==> src/rtl/placar_varredura_display_if.sv <==
// Score inputs and display outputs of the scoreboard scan driver.
// The master drives scores and load strobes; the slave drives the display.
interface placar_varredura_display_if;
  logic [3:0] a_dezena;
  logic [3:0] a_unidade;
  logic [3:0] b_dezena;
  logic [3:0] b_unidade;
  logic       carregar;
  logic       blank_lz;
  logic [3:0] anodo;
  logic [6:0] segmentos;
  logic [1:0] digito;
  logic       fim_quadro;

  modport master (
    output a_dezena, a_unidade,
    output b_dezena, b_unidade,
    output carregar, blank_lz,
    input  anodo, segmentos,
    input  digito, fim_quadro
  );

  modport slave (
    input  a_dezena, a_unidade,
    input  b_dezena, b_unidade,
    input  carregar, blank_lz,
    output anodo, segmentos,
    output digito, fim_quadro
  );
endinterface

==> src/rtl/placar_varredura_display.sv <==
// Scan driver for a 4-digit common-anode 7-segment scoreboard display.
// Scores are double-buffered and swapped in only at frame boundaries.
module placar_varredura_display #(
  parameter int CLK_DIV        = 50000,
  parameter bit ACTIVE_LOW_SEG = 1'b1
) (
  input logic clk,
  input logic reset,
  placar_varredura_display_if.slave bus
);

  localparam int CW = $clog2(CLK_DIV);
  localparam logic [CW-1:0] LAST = CW'(CLK_DIV - 1);

  typedef enum logic [1:0] {
    S_ADEZ = 2'd0,
    S_AUNI = 2'd1,
    S_BDEZ = 2'd2,
    S_BUNI = 2'd3
  } slot_t;

  logic [CW-1:0] div_cnt, div_d;
  slot_t         slot, slot_d;
  logic [15:0]   pend, pend_d;
  logic          pend_v, pend_v_d;
  logic [15:0]   shadow, shadow_d;

  logic [15:0] live;
  logic        ultimo;
  logic        fim;
  logic [3:0]  dig;
  logic        lz_slot;
  logic [3:0]  an;
  logic [6:0]  seg_hi;

  function automatic logic [6:0] dec7(input logic [3:0] d);
    logic [6:0] s;
    case (d)
      4'd0:    s = 7'b1111110;
      4'd1:    s = 7'b0110000;
      4'd2:    s = 7'b1101101;
      4'd3:    s = 7'b1111001;
      4'd4:    s = 7'b0110011;
      4'd5:    s = 7'b1011011;
      4'd6:    s = 7'b1011111;
      4'd7:    s = 7'b1110000;
      4'd8:    s = 7'b1111111;
      4'd9:    s = 7'b1111011;
      default: s = 7'b0000001;
    endcase
    return s;
  endfunction

  assign live   = {bus.a_dezena, bus.a_unidade,
                   bus.b_dezena, bus.b_unidade};
  assign ultimo = (div_cnt == LAST);
  assign fim    = ultimo && (slot == S_BUNI);

  always_ff @(posedge clk) begin
    if (reset) begin
      div_cnt <= '0;
      slot    <= S_ADEZ;
      pend    <= '0;
      pend_v  <= 1'b0;
      shadow  <= '0;
    end else begin
      div_cnt <= div_d;
      slot    <= slot_d;
      pend    <= pend_d;
      pend_v  <= pend_v_d;
      shadow  <= shadow_d;
    end
  end

  always_comb begin
    div_d    = div_cnt + 1'b1;
    slot_d   = slot;
    pend_d   = pend;
    pend_v_d = pend_v;
    shadow_d = shadow;
    if (ultimo) begin
      div_d  = '0;
      slot_d = slot_t'(slot + 2'd1);
    end
    // A load landing on the boundary bypasses pend entirely
    if (bus.carregar && fim) begin
      shadow_d = live;
      pend_v_d = 1'b0;
    end else begin
      if (fim && pend_v) begin
        shadow_d = pend;
        pend_v_d = 1'b0;
      end
      if (bus.carregar) begin
        pend_d   = live;
        pend_v_d = 1'b1;
      end
    end
  end

  always_comb begin
    dig     = shadow[15:12];
    an      = 4'b0111;
    lz_slot = 1'b1;
    unique case (slot)
      S_ADEZ: begin
        dig     = shadow[15:12];
        an      = 4'b0111;
        lz_slot = 1'b1;
      end
      S_AUNI: begin
        dig     = shadow[11:8];
        an      = 4'b1011;
        lz_slot = 1'b0;
      end
      S_BDEZ: begin
        dig     = shadow[7:4];
        an      = 4'b1101;
        lz_slot = 1'b1;
      end
      S_BUNI: begin
        dig     = shadow[3:0];
        an      = 4'b1110;
        lz_slot = 1'b0;
      end
    endcase
    seg_hi = dec7(dig);
    // Dead slot start keeps the previous digit from ghosting
    if (div_cnt == '0) begin
      an     = 4'b1111;
      seg_hi = 7'b0000000;
    end else if (bus.blank_lz && lz_slot && dig == 4'd0) begin
      seg_hi = 7'b0000000;
    end
  end

  assign bus.anodo      = an;
  assign bus.segmentos  = ACTIVE_LOW_SEG ? ~seg_hi : seg_hi;
  assign bus.digito     = slot;
  assign bus.fim_quadro = fim;

endmodule

==> src/flat_wrapper.sv <==
// flat-port wrapper written by rule: the top's interface ports become plain ports
module placar_varredura_display_flat 
#(
  parameter int CLK_DIV        = 50000,
  parameter bit ACTIVE_LOW_SEG = 1'b1
)
  (clk, reset, bus_a_dezena, bus_a_unidade, bus_b_dezena, bus_b_unidade, bus_carregar, bus_blank_lz, bus_anodo, bus_segmentos, bus_digito, bus_fim_quadro);
  placar_varredura_display_if bus_i ();
  input logic clk;
  input logic reset;
  input wire logic [$bits(bus_i.a_dezena)-1:0] bus_a_dezena;
  input wire logic [$bits(bus_i.a_unidade)-1:0] bus_a_unidade;
  input wire logic [$bits(bus_i.b_dezena)-1:0] bus_b_dezena;
  input wire logic [$bits(bus_i.b_unidade)-1:0] bus_b_unidade;
  input wire logic [$bits(bus_i.carregar)-1:0] bus_carregar;
  input wire logic [$bits(bus_i.blank_lz)-1:0] bus_blank_lz;
  output wire logic [$bits(bus_i.anodo)-1:0] bus_anodo;
  output wire logic [$bits(bus_i.segmentos)-1:0] bus_segmentos;
  output wire logic [$bits(bus_i.digito)-1:0] bus_digito;
  output wire logic [$bits(bus_i.fim_quadro)-1:0] bus_fim_quadro;
  assign bus_i.a_dezena = bus_a_dezena;
  assign bus_i.a_unidade = bus_a_unidade;
  assign bus_i.b_dezena = bus_b_dezena;
  assign bus_i.b_unidade = bus_b_unidade;
  assign bus_i.carregar = bus_carregar;
  assign bus_i.blank_lz = bus_blank_lz;
  assign bus_anodo = bus_i.anodo;
  assign bus_segmentos = bus_i.segmentos;
  assign bus_digito = bus_i.digito;
  assign bus_fim_quadro = bus_i.fim_quadro;
  placar_varredura_display #(.CLK_DIV(CLK_DIV), .ACTIVE_LOW_SEG(ACTIVE_LOW_SEG)) u_core (.clk(clk), .reset(reset), .bus(bus_i));
endmodule
==> config.mk <==
export PLATFORM = sky130hd
export DESIGN_NAME = placar_varredura_display_flat
export DESIGN_NICKNAME = d
export VERILOG_FILES = /design/src/rtl/placar_varredura_display_if.sv /design/src/rtl/placar_varredura_display.sv /design/src/flat_wrapper.sv
export SDC_FILE = /design/constraint.sdc
export NUM_CORES = 1
export LEC_CHECK = 0
export BUFFER_PORTS_ARGS = -buffer_cell sky130_fd_sc_hd__buf_4
export CAP_MARGIN = 20
export CORE_ASPECT_RATIO = 0.75
export CORE_MARGIN = 1
export CORE_UTILIZATION = 55
export CTS_BUF_LIST = sky130_fd_sc_hd__clkbuf_16
export DETAILED_ROUTE_END_ITERATION = 6
export PLACE_DENSITY = 0.73
export SLEW_MARGIN = 20
export SYNTH_ARGS = -nofsm -noshare
export SYNTH_HDL_FRONTEND = slang
export SYNTH_SLANG_ARGS = --single-unit
==> constraint.sdc <==
create_clock -name clk -period 3.3 [get_ports clk]
set_clock_uncertainty 0.2 [all_clocks]
set_input_delay 0.66 -clock clk [delete_from_list [all_inputs] [get_ports clk]]
set_output_delay 0.66 -clock clk [all_outputs]
set_load 0.03 [all_outputs]
==> impl.org <==
** Run status
- The flow ran to the end, and the final reports show no timing, DRC or antenna violations.

** Detailed routing
- DR vias :: 2432
- Using the TritonRoute via totals, the vias-per-cell ratio works out to 6.25.
- The detail route stage leaves a number of antenna-violating nets equal to 0.
- Iteration-0 DRC Markers :: 200
- After detailed routing, the total wire length is 6.68 mm.
- The first TritonRoute pass finished after 4 iterations.
- # DRC :: 0
- In the final routed layout, each cell accounts on average for 17.2 um.

** Setup path
- Endpoint kind of the worst setup timing path :: output port
- Data on the critical path is required at its endpoint by 2440 ps.
- The worst register-to-register path begins at u_core.div_cnt[0]$_SDFF_PP0_.
- Startpoint class of the critical path :: flip-flop
- Max FO, Critical Path :: 5
- Capturing point of the worst reg2reg path :: u_core.shadow[10]$_SDFFE_PP0P_
- The setup check on the worst reg-to-reg path leaves a slack of 680 ps.
- Source of the critical timing path :: u_core.bus.digito[0]$_SDFFE_PP0N_
- Worst Reg2Reg Path Length in Cells :: 6
- At the worst endpoint, the arrival time is 2360 ps.
- The critical path in this run is classified as flip-flop to output port.

** Clock tree
- No sink is reached through more buffers than the 2 on the longest clock path.
- Clock latency of the later-clocked register in the worst-skew pair :: 290 ps
- In this run the clock root is driven by a clkbuf_16.
- In this run, CTS created clock tree buffers numbering 5.
- Number of levels in the clock H-tree :: 2
- Clock tree from TritonCTS :: yes
- Clock-pin slew was measured on the worst setup and hold paths at 70 ps.
- Post-CTS Hold Fix Bufs :: 0
- For this design, the sink count on the clock tree is 51.

** Synth
- Summing every instance area after synthesis gives 0.00266 mm^2.
- Area share of the largest cell type after synthesis :: 38.4%
- Post-synthesis instance total :: 301
- Among all flip-flop cells after synthesis, the most frequent one is dfxtp_1.
- In the synthesized netlist the async set-or-reset flop fraction comes to 0%.
- Register area share after synthesis :: 38.4%
- Top cell type by total area after synthesis :: dfxtp_1
- Number of library cell types mapped by synthesis :: 47
- The number of nets handed over by synthesis was 333.
- Number of warnings reported in the yosys synthesis log :: 0
- Leading cell type by number of instances after synthesis :: dfxtp_1
- EDFF count, synth :: 0
- After synthesis, the most frequently instantiated cells are dfxtp_1 (51), a21oi_1 (29), nand3_1 (24).
- Synthesis inferred 51 register bits.
- Ranked by total cell area, the synthesized netlist is headed by dfxtp_1 (38%), ha_1 (5.7%), a21oi_1 (5.5%), o221a_2 (4.7%), nand3_1 (4.5%).
- Post-Synthesis Mean Instance Area :: 8.82 um^2

** Global routing
- GR Util All Layers :: 27.2%
- Number of antenna violations at the first check in global routing :: 0
- Number of global-route vias before repair :: 2181
- The first global-routing pass estimated 10.7 mm of wire.
- Summed over all layers, the global routing overflow is 0.
- Entering global routing, the biggest net connects 32 pins.

** STA
- Final-report hold violation count :: 0
- Setup repair after global routing could not meet its margin everywhere.
- Count of final setup violators :: 0
- Final sum of negative setup slack :: 0 ps
- Final critical-path share of the clock period :: 97.5%
- Actual slew at the worst max-slew pin :: 665 ps
- Max-slew headroom at the worst pin :: 55.7%
- Max Clock Freq :: 311 MHz
- After layout, the minimum clock period comes to 3220 ps.
- Slew Viols, Final :: 0

** Floorplan
- The die is 62.2 um tall.
- Number of rows created at floorplan :: 21
- Initial Util :: 58.4%
- Std-Cell Core Area :: 0.00455 mm^2
- Width of the chip :: 82.2 um
- The floorplan step defined a die boundary enclosing 0.00511 mm^2.
- In this run the count of I/O pins placed on the die edge is 34.

** Cells and area
- Number of standard cells in the layout, taps in and fillers out :: 389
- The finished cells cover 0.00326 mm^2.
- Synth-to-Final Area Change :: 22.7%
- Final standard cell utilization of the core :: 71.7%
- The repair_antennas step left the layout with diodes totalling 0.
- In the final design database the tool counted 363 nets.
- Layout cell share with drive strength beyond 1 :: 26.5%

** Power
- Fraction of power spent switching nets :: 24.3%
- Power spread over the standard cell area amounts to 425 mW/mm^2.
- Flop pwr share :: 46.1%
- Maximum ir drop on the vdd rail :: 288 uV
- Cell internal power was estimated by the tool at 1050 uW.
- LEAKAGE :: 0.00122 uW
- Summed over all nets, the switching power comes to 336 uW.
- Clock network power share :: 43.6%
- In this run, the combinational gates consume 10.3% of the power.

** Placement
- After detailed placement, the total cell area comes to 0.00293 mm^2.
- Detailed placement finished with a half-perimeter wire length of 4.45 mm.
- Port buffering added 33 buffers.
- Once placement completed, the tool counted placed cells totaling 376.
- Weighted congestion at the end of routability-driven global placement :: 0.889

** Hold path
- Start point of the worst min-delay path :: u_core.pend[15]$_SDFFE_PP0P_
- The worst hold path belongs to the class flip-flop to flip-flop.
- Worst hold endpoint :: u_core.pend[15]$_SDFFE_PP0P_
- Worst hold path cell count :: 2

** Flow run
- Across the run, the number of max-cap violations was 0.
## kinds of logic (layout without fill, tap and decap cells)
group                      count (synthesis)  in the layout  share of synthesized area, %
DFF                                       51             51                          38.4
buffers and inverters                     30             61                          4.90
adders and majority gates                 12             12                          5.65
AOI/OAI and AO/OA                         98             98                          25.3
and+or+nand+nor                           96             96                          21.0
muxes                                      2              2                         0.754
xor gates and xnor gates                  12             12                          3.96
## layer usage
layer / global-route usage, % / routed length (um)
met1: 43.1 / 3400
met2: 36.2 / 2770
met5: 0 / 0
met4: 8.33 / 95
met3: 5.00 / 408
## critical path: stages, from the launching register on
cell,delay (ps)
dfxtp_4,380
clkinvlp_4,140
ha_4,210
a22oi_2,200
o2bb2ai_2,140
ha_2,220
nand2_2,70
nor3_4,240
a211oi_4,110
o22ai_1,180
buf_4,180
## power groups by stage
stage | Combinational (uW) | Sequential (uW) | Clock, uW
global placement | 134 | 653 | 0
global route | 156 | 640 | 636
finish | 142 | 638 | 604
floorplan | 84.8 | 650 | 0
CTS | 137 | 639 | 605
detailed placement | 135 | 654 | 0
## state kept, by name, indices dropped and copies added (netlist names)
name / count
u_core.pend: 16
u_core.bus.digito: 2
u_core.pend_v: 1
u_core.shadow: 16
u_core.div_cnt: 16
## final cells by class
cell class,count,area (um^2)
multi-input combinational,220,1620
fill,337,1290
sequential,51,1030
timing repair buffer,43,323
clock buffer,5,125
tap,57,71.3
clock inverter,3,46.3
inverter,10,41.3
## repair_timing
item                                    4_1_cts  5_1_grt
endpoints found under the setup margin        7        7
gates resized for setup                       8       19
pin swaps                                     1       12
setup buffers                                 0        5
## through the flow
stage                     setup WS [ps]  total power [uW]  hold WS, ps
after floorplan                    -144               735          241
after global placement              255               787          255
after detailed placement           73.8               789          263
after CTS                          11.0              1380          273
after global routing              -33.0              1430          288
final                              83.1              1380          272
## how the worst max path moves through the flow
| stage | end | slack (ps) | cells after the start |
|---|---|---|---|
| 6_report | bus_segmentos[3] | 80 | 10 |
| 5_1_grt | bus_segmentos[6] | -30 | 10 |
| 4_1_cts | bus_segmentos[3] | 10 | 10 |
| 3_5_place_dp | bus_segmentos[3] | 70 | 10 |
| 3_3_place_gp | bus_segmentos[6] | 250 | 10 |
| 2_1_floorplan | bus_segmentos[3] | -140 | 9 |
## cells in the final DEF (no fill, tap or decap), types with 7 or more instances in the layout
cell / netlist / final
dfxtp_1: 51 / 49
a21oi_1: 29 / 26
xor2_1: 7 / 7
o221a_2: 11 / 11
o31a_1: 11 / 11
nand4_1: 8 / 8
nor2_1: 18 / 18
nand2_1: 11 / 10
buf_4: 0 / 43
ha_1: 12 / 7
inv_1: 10 / 9
nand3_1: 24 / 24
o21ai_0: 20 / 20
Note: power is estimated with default switching activity, not from simulation.
